[src/rtl/nv_nvdla_cfgrom_csb_bridge.sv]
// CSB request/response front end for the combinational config ROM: one request in flight,
// registered read data, valid/ready response. Optional NVDLA_CFGROM_WR_ERR_EN flags writes as errors.
module nv_nvdla_cfgrom_csb_bridge #(
  parameter int ADDR_W = 22,
  parameter int OFS_W  = 12,
  parameter int CNT_W  = 8
) (
  input  logic                nvdla_core_clk,
  input  logic                nvdla_core_rst,
  input  logic                csb2cfgrom_req_pvld,
  output logic                csb2cfgrom_req_prdy,
  input  logic [ADDR_W+33:0]  csb2cfgrom_req_pd,
  output logic                cfgrom2csb_resp_valid,
  input  logic                cfgrom2csb_resp_ready,
  output logic [33:0]         cfgrom2csb_resp_pd,
  output logic [OFS_W-1:0]    reg_offset,
  output logic [31:0]         reg_wr_data,
  output logic                reg_wr_en,
  input  logic [31:0]         reg_rd_data,
  output logic [CNT_W-1:0]    cfgrom_illegal_wr_cnt
);

  typedef enum logic [1:0] {S_IDLE, S_LOOKUP, S_RESP} state_t;

`ifdef NVDLA_CFGROM_WR_ERR_EN
  localparam logic WR_ERR = 1'b1;
`else
  localparam logic WR_ERR = 1'b0;
`endif

  state_t           state_q, state_d;
  logic [OFS_W-1:0] ofs_q, ofs_d;
  logic [31:0]      wdat_q, wdat_d;
  logic             wr_q, wr_d;
  logic             np_q, np_d;
  logic [33:0]      pd_q, pd_d;

  logic [ADDR_W-1:0] req_addr;
  logic [31:0]       req_wdat;
  logic              req_wr;
  logic              req_np;
  logic              unused_addr_hi;

  assign req_addr = csb2cfgrom_req_pd[ADDR_W-1:0];
  assign req_wdat = csb2cfgrom_req_pd[ADDR_W+31:ADDR_W];
  assign req_wr   = csb2cfgrom_req_pd[ADDR_W+32];
  assign req_np   = csb2cfgrom_req_pd[ADDR_W+33];
  // Upper word-address bits are decoded upstream and deliberately dropped here.
  assign unused_addr_hi = ^req_addr[ADDR_W-1:OFS_W-2];

  always_comb begin
    state_d = state_q;
    ofs_d   = ofs_q;
    wdat_d  = wdat_q;
    wr_d    = wr_q;
    np_d    = np_q;
    pd_d    = pd_q;
    unique case (state_q)
      S_IDLE: begin
        if (csb2cfgrom_req_pvld) begin
          ofs_d   = {req_addr[OFS_W-3:0], 2'b00};
          wdat_d  = req_wdat;
          wr_d    = req_wr;
          np_d    = req_np;
          state_d = S_LOOKUP;
        end
      end
      S_LOOKUP: begin
        if (!wr_q) begin
          pd_d    = {1'b0, 1'b0, reg_rd_data};
          state_d = S_RESP;
        end else if (np_q) begin
          pd_d    = {1'b1, WR_ERR, 32'h0};
          state_d = S_RESP;
        end else begin
          state_d = S_IDLE;
        end
      end
      S_RESP: begin
        if (cfgrom2csb_resp_ready) state_d = S_IDLE;
      end
      default: state_d = S_IDLE;
    endcase
  end

  always_ff @(posedge nvdla_core_clk) begin
    if (nvdla_core_rst) begin
      state_q <= S_IDLE;
      ofs_q   <= '0;
      wdat_q  <= '0;
      wr_q    <= 1'b0;
      np_q    <= 1'b0;
      pd_q    <= '0;
    end else begin
      state_q <= state_d;
      ofs_q   <= ofs_d;
      wdat_q  <= wdat_d;
      wr_q    <= wr_d;
      np_q    <= np_d;
      pd_q    <= pd_d;
    end
  end

  // Ready is masked during reset so nothing is accepted while the bridge is held.
  assign csb2cfgrom_req_prdy   = (state_q == S_IDLE) && !nvdla_core_rst;
  assign cfgrom2csb_resp_valid = (state_q == S_RESP);
  assign cfgrom2csb_resp_pd    = pd_q;
  assign reg_offset            = ofs_q;
  assign reg_wr_data           = wdat_q;
  assign reg_wr_en             = (state_q == S_LOOKUP) && wr_q;

`ifdef NVDLA_CFGROM_WR_ERR_EN
  logic [CNT_W-1:0] cnt_q, cnt_d;

  always_comb begin
    cnt_d = cnt_q;
    if ((state_q == S_LOOKUP) && wr_q && (cnt_q != {CNT_W{1'b1}})) cnt_d = cnt_q + 1'b1;
  end

  always_ff @(posedge nvdla_core_clk) begin
    if (nvdla_core_rst) cnt_q <= '0;
    else                cnt_q <= cnt_d;
  end

  assign cfgrom_illegal_wr_cnt = cnt_q;
`else
  assign cfgrom_illegal_wr_cnt = '0;
`endif

endmodule

[config.mk]
export PLATFORM = sky130hd
export DESIGN_NAME = nv_nvdla_cfgrom_csb_bridge
export DESIGN_NICKNAME = d
export VERILOG_FILES = /design/src/rtl/nv_nvdla_cfgrom_csb_bridge.sv
export SDC_FILE = /design/constraint.sdc
export NUM_CORES = 1
export LEC_CHECK = 0
export CAP_MARGIN = 20
export CORE_MARGIN = 10
export CORE_UTILIZATION = 33
export CTS_CLUSTER_SIZE = 24
export DETAILED_ROUTE_END_ITERATION = 16
export HOLD_SLACK_MARGIN = 0.03
export PLACE_DENSITY_LB_ADDON = 0.15
export SLEW_MARGIN = 10
export SYNTH_ARGS = -nofsm -noshare
export SYNTH_HDL_FRONTEND = slang
export SYNTH_SLANG_ARGS = --single-unit
[constraint.sdc]
create_clock -name nvdla_core_clk -period 1.2 [get_ports nvdla_core_clk]
set_input_delay 0.3 -clock nvdla_core_clk [delete_from_list [all_inputs] [get_ports nvdla_core_clk]]
set_output_delay 0.3 -clock nvdla_core_clk [all_outputs]
set_load 0.01 [all_outputs]
==> results of run 1 <==
registers in the layout, indices dropped and copies added (netlist names):
signal              cells
reg_wr_data            32
cfgrom2csb_resp_pd     33
reg_offset             10
wr_q                    1
state_q                 2
np_q                    1
final timing paths:
path,slack [ps],endpoint
hold reg to reg,450,reg_wr_data[29]
setup / recovery,-260,reg_offset[4]
hold / removal,300,state_q[0]
setup reg to reg,-260,reg_offset[4]
layout by cell type (no fill, tap or decap), types with 2 or more instances in the layout:
cell and count:
a21oi_1 42, a21oi_2 3, a22o_1 32, buf_12 5, buf_16 3, buf_2 77, buf_4 10, buf_6 7
clkbuf_8 12, clkdlybuf4s50_1 78, clkinvlp_4 3, conb_1 11, dfxtp_1 55, dfxtp_2 23, nand2_1 82, nand2_2 5
nor2_1 2, nor3_1 2
cell type report:
type | count | area [um2] | area share, %
Tap cell | 105 | 131 | 2.88
Multi-Input combinational cell | 191 | 1040 | 22.9
Clock buffer | 12 | 165 | 3.63
Timing Repair Buffer | 182 | 1540 | 33.9
Sequential cell | 79 | 1610 | 35.4
Inverter | 1 | 3.75 | 0.0824
Clock inverter | 4 | 52.6 | 1.15
critical path: cells and delay by family, from the launching register on:
kind / cells / cell delay (ps)
AOI/OAI and AO/OA: 1 / 60
and+or+nand+nor: 2 / 510
DFF: 1 / 360
buffers and inverters: 3 / 400
where the power goes:
part / internal [W] / switching (W) / leakage (nW)
registers: 0.00278 / 0.0000771 / 0.657
clock network: 0.00113 / 0.000953 / 0.101
logic: 0.000616 / 0.000494 / 1.29
total: 0.00453 / 0.00152 / 2.04
per-layer routing:
metal | GRT usage, % | vias up | share of wire [%]
met5 | 0 | - | 0
met3 | 5.01 | 13 | 8.1
met2 | 23.5 | 95 | 50
met1 | 15.7 | 1171 | 40
li1 | - | 1303 | -
met4 | 6.77 | 0 | 2.0
cell families (layout without fill, tap and decap cells):
logic type | Yosys count | count (layout) | synth area share (%)
other | 1 | 11 | 0.132
AOI/OAI and AO/OA | 79 | 79 | 18.8
DFF | 79 | 79 | 55.8
and+or+nand+nor | 101 | 101 | 15.6
buffers and inverters | 32 | 199 | 9.58
through the flow:
step | TNS (ps) | util [%]
after floorplan | -987 | -
after global placement | -22960 | 53.3
after detailed placement | -24010 | 53.3
after CTS | -13390 | 53.9
after global routing | -19490 | 54.9
final | -15040 | 54.9
repair_timing:
item	CTS	global route
gates cloned	4	1
pin swaps	2	5
gates resized for setup	351	16
setup endpoints to repair	154	79
buffers inserted	2	6
==> impl_results.md, run 1 <==
* Status: finished, violations left
* Violated checks: setup timing
* Placed cells at 546
* Critical Path Most Common Cell: buf_6
* CTS HTree Levels at 3
* Hpwl dp at 6570 um
* Number of global-route vias before repair at 2,603
* Tot Pwr at 0.00606 W
* Max Buffers Root-to-Sink at 2
* CP max-delay cell: or3b_4
* Worst Setup End Kind: register
* Chip width at 113 um
* Crit path DAT at 1660 ps
* DRC at 0
* Slew headroom at 66.1%
* Worst EP required at 1400 ps
* Starting Density at 34.1%
* Layout cells sized above 1 at 34.3%
* Sequence of cells on the critical path: buf_6 > or3b_4 > buf_6 > buf_12 > nand2_1 > a21oi_1
* Max_cap viols at 0
* Largest stage delay, worst path at 450 ps
* FFs w/ async S/R, synth at 0%
* Diodes inserted at 0
* Fin worst setup slack at -264 ps
* Hold path cells at 3
* Hold WC Path Type: input port to register
* Max Clk Rate at 683 MHz
* Placed inst area at 4420 um2
* Final period util at 122%
* Post-synthesis sequential area ratio at 55.8%
* Layout area overhead at 60.8%
* Crit Path Class: register to register
* Final Setup Violations at 79
* Worst-Margin Slew at 509 ps
* Die H at 113 um
* Row cnt at 33
* Most frequent cell after synthesis: nand2_1
* Static leakage at 2.04 nW
* Post-synth EDFFs at 0
* VDD IR max at 0.623 mV
* Synth Flop Type: dfxtp_1
* Io pins at 181
* Num CTS Buffers at 9
* Synthesized flop and latch total at 79
* Post-Route WL at 9420 um
* First DRT Iteration DRCs at 107
* Synth warnings at 0
* Drt wl/cell at 16.4 um
* Mapped Area at 2830 um2
* Fin. max-slew vios at 0
* Total Routing Usage GR at 14.1%
* Clock latency on the worst-skew pair at 350 ps
* Count of final hold-check violations at 0
* Post-synthesis cell count at 292
* Gr ovfl total at 0
* RSZ-0062 raised after global routing: yes
* Antenna-violating nets left at 0
* Netlist cell types at 25
* CTS root buf: clkbuf_8
* Mean Syn Cell Area at 9.70 um2
* PD cells at 1330 nW/um2
* Num Clock Sinks at 79
* Critical Path Fanout Max at 6
* Post-synth top area share at 55.8%
* Layout filler cell count at 789
* Nets at 556
* WHS at 296 ps
* Clock slew at reported path FFs at 70 ps
* R2R cell count at 6
* Crit path time final at 1460 ps
* Non-Filler Instances at 574
* CTS tree: yes
* Vias per cell at 4.50
* First-pass GRT wire length at 14,300 um
* Die area at 12,700 um2
* Most common library cells after synthesis: nand2_1 (86), dfxtp_1 (79), a21oi_1 (44)
* Post-synth top area cell: dfxtp_1
* Critical path origin: state_q[0]
* IO buf count at 157
* Area contributors post-synth: dfxtp_1 (56%), nand2_1 (11%), a22o_1 (9.9%)
* Initial antenna violation count at 0
* Hold Startpoint: nvdla_core_rst
* Startpoint Class: register
* Worst flop-to-flop path startpoint: state_q[0]
* Pre-CTS setup slack at -501 ps
* Final Instance Area at 4550 um2
* CTS Hold Bufs at 0
* Largest net degree at the start of global routing at 47
* Clock skew at 14.9 ps
* Drt pass-1 iters at 5
* Vias at 2,582
* Final Wtd Congestion at 0.737
* Core Region at 8300 um2
No activity file was read; power rests on OpenSTA's default activity.
==> run 2, diff against run 1 <==
--- a/config.mk
+++ b/config.mk
@@ -5,6 +5,7 @@
 export SDC_FILE = /design/constraint.sdc
 export NUM_CORES = 1
 export LEC_CHECK = 0
+export ABC_AREA = 1
 export CAP_MARGIN = 20
 export CORE_MARGIN = 10
 export CORE_UTILIZATION = 33
==> run 2 against run 1 <==
Net effect: the run still ends with setup timing left; final cell count up 14%; final area rose by 13%; via count increased by 21%; sequential power grew 2%.
==> impl_results.md, run 2 <==
* Status: finished, violations left
* Violated checks: setup timing
* Io pins at 181 (unchanged)
* Setup TNS at -5200 ps (+9850 ps)
* Area contributors post-synth: dfxtp_1 (53%), nor2_1 (11%), o21ai_0 (5.7%)
* Tot Pwr at 0.00660 W (+8.9%)
* Fin. max-slew vios at 0 (unchanged)
* Clock latency on the worst-skew pair at 340 ps (about the same)
* Startpoint Class: register
* Crit path DAT at 1640 ps (-20 ps)
* Final Wtd Congestion at 0.718 (-2.6%)
* Post-synth top area share at 53.2% (-2.6 points)
* IO buf count at 157 (unchanged)
* Synthesized flop and latch total at 79 (unchanged)
* Diodes inserted at 0 (unchanged)
* Post-synth EDFFs at 0 (unchanged)
* Critical Path Fanout Max at 8 (+2)
* Final period util at 115% (-7.1 points)
* Commonest cells after routing, fill and taps aside: nor2_1 (80), clkdlybuf4s50_1 (78), buf_2 (77), dfxtp_1 (62), o21ai_1 (29)
* Number of global-route vias before repair at 2,906 (+12%)
* CTS HTree Levels at 3 (unchanged)
* Final Instance Area at 5160 um2 (+13%)
* CTS root buf: clkbuf_8
* Max_cap viols at 0 (unchanged)
* Layout area overhead at 73.6%
* First-pass GRT wire length at 15,200 um (+6.3%)
* Placed inst area at 4640 um2 (+4.8%)
* Post-synth top area cell: dfxtp_1
* Gr ovfl total at 0 (unchanged)
* Hold WC Path Type: register to register
* Chip width at 115 um (+2.0%)
* Most common library cells after synthesis: nor2_1 (91), dfxtp_1 (79), nand2_1 (36)
* DRC at 0 (unchanged)
* Drt pass-1 iters at 4 (-1)
* Num Clock Sinks at 79 (unchanged)
* Starting Density at 33.9% (-0.22 points)
* Static leakage at 2.19 nW (+7.1%)
* Post-synthesis cell count at 365 (+25%)
* RSZ-0062 raised after global routing: yes
* Vias per cell at 4.78 (+6.3%)
* Layout cells sized above 1 at 39.2% (+4.9 points)
* Antenna-violating nets left at 0 (unchanged)
* Fin worst setup slack at -179 ps (+85.4 ps)
* Mean Syn Cell Area at 8.14 um2 (-16%)
* Clock slew at reported path FFs at 70 ps (about the same)
* VDD IR max at 0.566 mV (-9.1%)
* Non-Filler Instances at 654 (+14%)
* Core Region at 8760 um2 (+5.6%)
* CTS tree: yes
* Max Buffers Root-to-Sink at 2 (unchanged)
* Most frequent cell after synthesis: nor2_1
* Max FFs per register at 33 (unchanged)
* Nets at 634 (+14%)
* Worst Setup End Kind: register
* PD cells at 1280 nW/um2 (-3.9%)
* Max Clk Rate at 725 MHz (+6.2%)
* Total Routing Usage GR at 14.2% (+0.11 points)
* First DRT Iteration DRCs at 204 (+91%)
* Mapped Area at 2970 um2 (+4.9%)
* Worst EP required at 1460 ps (+60 ps)
* Row cnt at 34 (+3.0%)
* Largest net degree at the start of global routing at 37 (-21%)
* Initial antenna violation count at 0 (unchanged)
* Die H at 115 um (+2.0%)
* Drt wl/cell at 17.7 um (+7.6%)
* Crit Path Class: register to register
* Netlist cell types at 21 (-16%)
* Hpwl dp at 7120 um (+8.4%)
* Crit path time final at 1380 ps (-85.4 ps)
* Commonest non-fill, non-tap cell in the layout: nor2_1
* Num CTS Buffers at 9 (unchanged)
* FFs w/ async S/R, synth at 0% (unchanged)
* Post-Route WL at 11,600 um (+23%)
* Synth Flop Type: dfxtp_1
* Final Setup Violations at 75 (-5.1%)
* CTS Hold Bufs at 0 (unchanged)
* WHS at 459 ps (+163 ps)
* Synth warnings at 0 (unchanged)
* Count of final hold-check violations at 0 (unchanged)
* Clock skew at 13.0 ps (-1.90 ps)
* Vias at 3,126 (+21%)
* Placed cells at 621 (+14%)
* Post-synthesis sequential area ratio at 53.2% (-2.6 points)
* Die area at 13,200 um2 (+4.0%)
-- run 2: cell types whose count changed after synthesis, sizes merged, moves of 2 or more --
cell	before	now
and2b	2	0
a22o	32	0
o21ai	0	44
nor2	2	92
nor3	3	1
buf	27	29
nand3	0	34
and2	2	0
clkbuf	4	7
nand2b	2	0
nand2	88	37
a21oi	46	34
inv	1	6
-- run 2: area by class of cell --
type / instances / area [um2]
Fill cell: 809 / 3600
Timing Repair Buffer: 188 / 1690
Sequential cell: 79 / 1600
Multi-Input combinational cell: 257 / 1490
Clock buffer: 11 / 141
Tap cell: 108 / 135
Clock inverter: 4 / 70.1
Inverter: 7 / 35.0
-- run 2: cells by family after synthesis --
logic type,count (synthesis),share of synthesized area [%]
flip-flops,79,53.2
AND/OR/NAND/NOR,164,23.1
buffers and inverters,43,10.3
other,1,0.126
AO/OA/AOI/OAI,78,13.3
-- run 2: path summary, 6_finish.rpt --
kind	startpoint	to	slack, ps	depth (start not counted)
worst max-delay path	state_q[0]	cfgrom2csb_resp_pd[1]	-180	7
worst min-delay path	cfgrom2csb_resp_pd[6]	cfgrom2csb_resp_pd[6]	460	2
worst max register to register	state_q[0]	cfgrom2csb_resp_pd[1]	-180	7
worst min register to register	cfgrom2csb_resp_pd[6]	cfgrom2csb_resp_pd[6]	460	2
-- run 2: report_power, final --
| part | leakage, nW | internal (W) | total (W) | switching (W) |
|---|---|---|---|---|
| logic | 1.42 | 0.000764 | 0.00154 | 0.000776 |
| registers | 0.656 | 0.00282 | 0.00292 | 0.000101 |
| clock network | 0.109 | 0.00121 | 0.00213 | 0.000923 |
-- run 2: timing repair --
item,4_1_cts,5_1_grt
pin swaps,4,23
resized for setup,332,115
endpoints found under the setup margin,155,80
gates cloned,1,13
buffers inserted,2,3
endpoints found under the hold margin,0,0
-- run 2: routing by layer --
layer,up-vias,routed length (um),GRT usage (%)
li1,1535,-,-
met5,-,0,0
met1,1452,4480,16.1
met3,14,1230,7.24
met4,0,141,5.20
met2,125,5700,22.4
-- run 2: through the flow --
step | worst slack, ps | util (%)
3_5_place_dp | -586 | 52.9
3_3_place_gp | -603 | 52.9
5_1_grt | -260 | 58.9
4_1_cts | -198 | 51.9
6_report | -179 | 58.9
2_1_floorplan | 81.5 | -
-- run 2: worst max-delay path, cell delays in order, from the launching register on --
cell and delay (ps):
dfxtp_2 340, inv_2 60, buf_4 130, nor2_4 170
buf_12 190, clkbuf_16 180, nand3_1 70, a21oi_1 160
